--- src/rtl/cmp_arbiter_pkg.sv ---
// cmp_arbiter_pkg
// Shared definitions for the compare-unit arbiter:
//   - default operand / result / function-code widths and timeout length
//   - 2-bit FSM state encodings (IDLE, ISSUE, WAIT, RESP)
package cmp_arbiter_pkg;

  localparam int DEF_DATA_WIDTH     = 8;
  localparam int DEF_OUT_WIDTH      = 8;
  localparam int DEF_FUN_WIDTH      = 2;
  localparam int DEF_TIMEOUT_CYCLES = 4;

  localparam logic [1:0] ST_IDLE  = 2'd0;
  localparam logic [1:0] ST_ISSUE = 2'd1;
  localparam logic [1:0] ST_WAIT  = 2'd2;
  localparam logic [1:0] ST_RESP  = 2'd3;

endpackage

--- src/rtl/rr_arb2.sv ---
// rr_arb2
// Two-way round-robin grant logic (purely combinational).
// Ports:
//   i_req   [1:0]  request vector, bit n = requester n pending
//   i_last         id of the requester served most recently
//   o_grant [1:0]  one-hot grant (all zero when nothing is requested)
module rr_arb2 (
  input  logic [1:0] i_req,
  input  logic       i_last,
  output logic [1:0] o_grant
);

  always_comb begin
    o_grant = 2'b00;
    case (i_req)
      2'b01:   o_grant = 2'b01;
      2'b10:   o_grant = 2'b10;
      // Contention: the requester that was not served last wins.
      2'b11:   o_grant = i_last ? 2'b01 : 2'b10;
      default: o_grant = 2'b00;
    endcase
  end

endmodule

--- src/rtl/cmp_arbiter.sv ---
// cmp_arbiter
// Arbitrates two requesters onto one shared, registered compare unit.
// Each operation runs IDLE -> ISSUE -> WAIT -> RESP -> IDLE: accept in IDLE,
// pulse CMP_EN in ISSUE, wait for CMP_VALID, then strobe the owner's RSPn_VALID.
// Optional feature: define CMP_ARB_TIMEOUT_EN to abort WAIT after TIMEOUT_CYCLES
// cycles with RSP_ERR=1 and RSP_DATA=0; otherwise WAIT is unbounded and RSP_ERR=0.
// Ports:
//   CLK, RST (sync, active-low)
//   REQn_VALID/REQn_A/REQn_B/REQn_FUN in, REQn_READY out     (n = 0,1)
//   RSPn_VALID out, RSP_DATA/RSP_ERR out (shared, qualified by RSPn_VALID)
//   CMP_A/CMP_B/CMP_FUN/CMP_EN out, CMP_OUT/CMP_VALID in     (compare unit)
//   BUSY out, high whenever not IDLE
module cmp_arbiter
  import cmp_arbiter_pkg::*;
#(
  parameter int DATA_WIDTH     = DEF_DATA_WIDTH,
  parameter int OUT_WIDTH      = DEF_OUT_WIDTH,
  parameter int FUN_WIDTH      = DEF_FUN_WIDTH,
  parameter int TIMEOUT_CYCLES = DEF_TIMEOUT_CYCLES
) (
  input  logic                  CLK,
  input  logic                  RST,
  input  logic                  REQ0_VALID,
  input  logic [DATA_WIDTH-1:0] REQ0_A,
  input  logic [DATA_WIDTH-1:0] REQ0_B,
  input  logic [FUN_WIDTH-1:0]  REQ0_FUN,
  output logic                  REQ0_READY,
  input  logic                  REQ1_VALID,
  input  logic [DATA_WIDTH-1:0] REQ1_A,
  input  logic [DATA_WIDTH-1:0] REQ1_B,
  input  logic [FUN_WIDTH-1:0]  REQ1_FUN,
  output logic                  REQ1_READY,
  output logic                  RSP0_VALID,
  output logic                  RSP1_VALID,
  output logic [OUT_WIDTH-1:0]  RSP_DATA,
  output logic                  RSP_ERR,
  output logic [DATA_WIDTH-1:0] CMP_A,
  output logic [DATA_WIDTH-1:0] CMP_B,
  output logic [FUN_WIDTH-1:0]  CMP_FUN,
  output logic                  CMP_EN,
  input  logic [OUT_WIDTH-1:0]  CMP_OUT,
  input  logic                  CMP_VALID,
  output logic                  BUSY
);

  logic [1:0]            r_state;
  logic                  r_owner;
  logic                  r_last;
  logic [DATA_WIDTH-1:0] r_a;
  logic [DATA_WIDTH-1:0] r_b;
  logic [FUN_WIDTH-1:0]  r_fun;
  logic [OUT_WIDTH-1:0]  r_rsp_data;

  logic [1:0]            w_grant;
  logic                  w_idle;
  logic                  w_accept;
  logic                  w_timeout;

  rr_arb2 u_rr_arb2 (
    .i_req   ({REQ1_VALID, REQ0_VALID}),
    .i_last  (r_last),
    .o_grant (w_grant)
  );

  assign w_idle     = (r_state == ST_IDLE);
  assign w_accept   = w_idle && (|w_grant);
  assign REQ0_READY = w_idle && w_grant[0];
  assign REQ1_READY = w_idle && w_grant[1];

  assign CMP_EN     = (r_state == ST_ISSUE);
  assign CMP_A      = r_a;
  assign CMP_B      = r_b;
  assign CMP_FUN    = r_fun;
  assign RSP_DATA   = r_rsp_data;
  assign RSP0_VALID = (r_state == ST_RESP) && !r_owner;
  assign RSP1_VALID = (r_state == ST_RESP) &&  r_owner;
  assign BUSY       = !w_idle;

`ifdef CMP_ARB_TIMEOUT_EN
  localparam int TW = (TIMEOUT_CYCLES > 1) ? $clog2(TIMEOUT_CYCLES) : 1;

  logic [TW-1:0] r_tcnt;
  logic          r_rsp_err;

  // r_tcnt holds the number of WAIT cycles already spent without CMP_VALID,
  // so the last permitted WAIT cycle is the one where it reaches TIMEOUT-1.
  assign w_timeout = (r_tcnt == TW'(TIMEOUT_CYCLES - 1));
  assign RSP_ERR   = r_rsp_err;

  always_ff @(posedge CLK) begin
    if (!RST) begin
      r_tcnt    <= '0;
      r_rsp_err <= 1'b0;
    end else begin
      if (r_state == ST_WAIT && !CMP_VALID) r_tcnt <= r_tcnt + TW'(1);
      else                                  r_tcnt <= '0;
      if (r_state == ST_WAIT) begin
        if (CMP_VALID)      r_rsp_err <= 1'b0;
        else if (w_timeout) r_rsp_err <= 1'b1;
      end
    end
  end
`else
  assign w_timeout = 1'b0;
  assign RSP_ERR   = 1'b0;
`endif

  always_ff @(posedge CLK) begin
    if (!RST) begin
      r_state    <= ST_IDLE;
      r_owner    <= 1'b0;
      // "Requester 1 served last" makes requester 0 the preferred winner.
      r_last     <= 1'b1;
      r_a        <= '0;
      r_b        <= '0;
      r_fun      <= '0;
      r_rsp_data <= '0;
    end else begin
      case (r_state)
        ST_IDLE: begin
          if (w_accept) begin
            r_a     <= w_grant[1] ? REQ1_A   : REQ0_A;
            r_b     <= w_grant[1] ? REQ1_B   : REQ0_B;
            r_fun   <= w_grant[1] ? REQ1_FUN : REQ0_FUN;
            r_owner <= w_grant[1];
            r_state <= ST_ISSUE;
          end
        end
        ST_ISSUE: r_state <= ST_WAIT;
        ST_WAIT: begin
          // CMP_VALID only matters here; stray strobes in other states fall through.
          if (CMP_VALID) begin
            r_rsp_data <= CMP_OUT;
            r_state    <= ST_RESP;
          end else if (w_timeout) begin
            r_rsp_data <= '0;
            r_state    <= ST_RESP;
          end
        end
        ST_RESP: begin
          r_last  <= r_owner;
          r_state <= ST_IDLE;
        end
        default: r_state <= ST_IDLE;
      endcase
    end
  end

endmodule

--- config.mk ---
export PLATFORM = sky130hd
export DESIGN_NAME = cmp_arbiter
export DESIGN_NICKNAME = d
export VERILOG_FILES = /design/src/rtl/cmp_arbiter_pkg.sv /design/src/rtl/rr_arb2.sv /design/src/rtl/cmp_arbiter.sv
export SDC_FILE = /design/constraint.sdc
export NUM_CORES = 1
export LEC_CHECK = 0
export ABC_AREA = 0
export BUFFER_PORTS_ARGS = -buffer_cell sky130_fd_sc_hd__buf_2
export CAP_MARGIN = 20
export CORE_MARGIN = 2
export CORE_UTILIZATION = 43
export CTS_CLUSTER_DIAMETER = 30
export CTS_CLUSTER_SIZE = 28
export DETAILED_ROUTE_END_ITERATION = 6
export PLACE_DENSITY = 0.86
export RECOVER_POWER = 25
export SLEW_MARGIN = 20
export SYNTH_ARGS = -nofsm -noshare
export SYNTH_HDL_FRONTEND = slang
export SYNTH_HIERARCHICAL = 1
export SYNTH_SLANG_ARGS = --single-unit
--- constraint.sdc ---
create_clock -name CLK -period 1.75 [get_ports CLK]
set_clock_uncertainty 0.05 [all_clocks]
set_input_delay 0.35 -clock CLK [delete_from_list [all_inputs] [get_ports CLK]]
set_output_delay 0.35 -clock CLK [all_outputs]
set_load 0.01 [all_outputs]
==> impl_metrics.csv <==
group,metric,value,unit
logic_synthesis,synthesis.nets,207,
critical_path,crit_buf_inv,2,
timing,setup_tns,0,ns
critical_path,cpPeakStageDelay,0.35,ns
global_route,overflow,0,
global_route,grt_pass1_vias,1284,
timing,finalHoldViolations,0,
final_layout,fillerInstances,311,
timing,fmax,595,MHz
floorplan,die_x,62.2,um
floorplan,num_rows,21,
floorplan,core_area,3280,um^2
route,routed_wl,3160,um
logic_synthesis,ys_seq_area_share,41.2,%
clock_network,path_clk_slew,0.10,ns
pwr,vdd_drop_max,0.000591,V
route,avgRoutedWirePerCell,11.1,um
clock_network,cts.sinks,30,
route,drtIter0Drc,52,
critical_path,required,1.35,ns
pwr,switching_share,33.9,%
pwr,p_switching,0.865,mW
logic_synthesis,synthMuxAreaShare,13.0,%
timing,report.final.slew_viol_count,0,
flow_run,cap_violations,0,
route,drcViolationCount,0,
global_route,grt.total_usage,17.3,%
logic_synthesis,synth_xor_area_share,0,%
logic_synthesis,synth_compound_area_share,20.3,%
status,status,"complete, no violations",
pwr,clockPowerShare,20.8,%
final_layout,finish.net_count,291,
clock_network,hold_buffers,0,
pwr,comb_power_share,40.2,%
floorplan,die_y,62.2,um
clock_network,tritoncts.num_buffers,5,
global_route,grt_max_degree,37,
logic_synthesis,postSynthAreaPerCell,9.54,um^2
floorplan,initial_core_util,44.4,%
placed_design,hpwlAfterDp,2320,um
critical_path,start_kind,"register",
placed_design,io_buffers,80,
pwr,p_int,1.69,mW
worst_hold_path,hold_class,"input pin to register",
critical_path,crit_fanout,4,
logic_synthesis,yosys_warnings,6,
pwr,p_leak,1.16,nW
critical_path,path_class,"register to output pin",
logic_synthesis,synthAdderAreaFrac,4.29,%
logic_synthesis,synth_area_leader_cell,"dfxtp_1",
logic_synthesis,syn_inst,153,
critical_path,worstPathArrival,1.28,ns
pwr,power.density,1260,nW/um^2
logic_synthesis,synthTopCellsByArea,"dfxtp_1, mux2i_1, o211a_1, nand2_1, ha_1",
clock_network,cts_tree,"yes",
timing,period_needed,1.68,ns
route,vias,1367,
route,drtPass1Iterations,4,
clock_network,root_buffer,"clkbuf_4",
route,postRouteAntennaNets,0,
logic_synthesis,yosys.area_share.simple,13.2,%
critical_path,cp_cell_sequence,"buf_4 -> ha_1 -> and2_4 -> buf_2",
floorplan,dieArea,3870,um^2
timing,whs,0.214,ns
logic_synthesis,ys_types,22,
critical_path,crit_path_end_kind,"output pin",
clock_network,cts_buffer_depth,2,
floorplan,boundaryPins,82,
logic_synthesis,synth_top_area_share,41.2,%
timing,setup_viol,0,
final_layout,areaGrowthSynthToFinish,38.9,%
placed_design,gp_congestion,0.695,
timing,period_share,96.0,%
route,viasPerCell,4.81,
clock_network,htreeDepth,2,
critical_path,slowest_stage,"dfxtp_2",
final_layout,final_layout_size_suffix_gt1_share,43.7,%
clock_network,clk_latency,0.32,ns
global_route,antenna_found_initial,0,
final_layout,diodes,0,
global_route,grt_pass1_wl,5400,um
critical_path,crit_family,"flip-flops",
logic_synthesis,synth.cell_area,1460,um^2
pwr,p_seq_share,38.9,%
logic_synthesis,synth_top_family_by_area,"compound AO/OA/AOI/OAI gates",
logic_synthesis,ys_ff_latch,30,
[cells by family after synthesis]
family	count (synthesis)
AND/OR/NAND/NOR	45
multiplexers	19
adder cells (fa/ha/maj)	5
buffers and inverters	19
other	1
AO/OA/AOI/OAI	34
flip-flops	30
[area by class of cell]
class	instances	area [um^2]	area share, %
Multi-Input combinational cell	104	766	37.8
Sequential cell	30	603	29.8
Timing Repair Buffer	90	500	24.7
Tap cell	46	57.6	2.84
Clock inverter	3	40.0	1.98
Clock buffer	5	37.5	1.85
Inverter	6	22.5	1.11
[worst paths after layout]
path         slack (ns)   startpoint          end  depth (start not counted)
max                0.07   r_state[0]   RSP1_VALID                          4
max reg2reg        0.25   r_state[0]  RSP_DATA[3]                          5
min reg2reg        0.41  RSP_DATA[0]  RSP_DATA[0]                          2
min                0.21   CMP_OUT[6]  RSP_DATA[6]                          3
[metal layers]
layer  up-vias  part of all wire [%]  routed length (um)  GRT usage, %
met3         2                   6.1                 194          6.16
met2        47                    52                1640          32.1
li1        692                     -                   -             -
met4         0                  0.76                  24          5.83
met1       626                    41                1300          17.9
met5         -                     0                   0             0
[worst reg2reg max path: stages, from the launching register on]
cell and delay, ns:
dfxtp_2 0.35, inv_1 0.11, ha_1 0.40, nand2_1 0.28, nand2_1 0.13, a21boi_0 0.08
[cell usage in the layout (no fill, tap or decap), drive strengths merged]
| master | n |
|---|---|
| ha | 5 |
| conb | 1 |
| bufinv | 1 |
| o211a | 18 |
| inv | 6 |
| buf | 90 |
| nor2b | 1 |
| a22oi | 1 |
| clkbuf | 5 |
| nor2 | 1 |
| o21a | 2 |
| and2 | 3 |
| mux2i | 19 |
| clkinv | 2 |
| nand2 | 31 |
| o31a | 1 |
| a21oi | 2 |
| nor3b | 1 |
| a21boi | 10 |
| dfxtp | 30 |
| nand3 | 8 |
[synth_stat cells (all sizes together)]
cell type	count
and2	3
mux2i	19
ha	5
clkbuf	4
a21boi	10
o211a	18
o21a	2
a22oi	1
nand2	31
conb	1
a21oi	2
nand3	8
inv	6
o31a	1
nor3b	1
dfxtp	30
nor2b	1
buf	9
nor2	1
[metrics by stage]
step	instance area [um^2]	util (%)	instances	power, mW	setup slack (ns)
floorplan	1460	-	153	1.66	0.296
finish	2030	61.7	284	2.55	0.0701
global placement	1890	57.4	270	1.94	0.245
detailed placement	1890	57.4	270	1.98	0.187
CTS	1970	59.8	278	2.53	0.00242
global route	2030	61.7	284	2.76	-0.00437
[flip-flops by register name, summed over array words and instances, names as in the netlist]
register / count
CMP_B: 8
RSP_DATA: 8
r_owner: 1
CMP_FUN: 2
r_last: 1
r_state: 2
CMP_A: 8
[power by group through the flow]
stage	clock [mW]	combinational (mW)	sequential, mW
finish	0.532	1.03	0.994
global route	0.596	1.15	1.02
CTS	0.553	0.980	0.993
detailed placement	0	0.977	1.00
global placement	0	0.945	1.00
floorplan	0	0.578	1.08
[what timing repair did]
item | 4_1_cts | 5_1_grt
resized for setup | 2 | 4
pin swaps | 0 | 2
setup buffers | 0 | 6
endpoints found under the setup margin | 2 | 2
(Power assumes the default switching activity.)
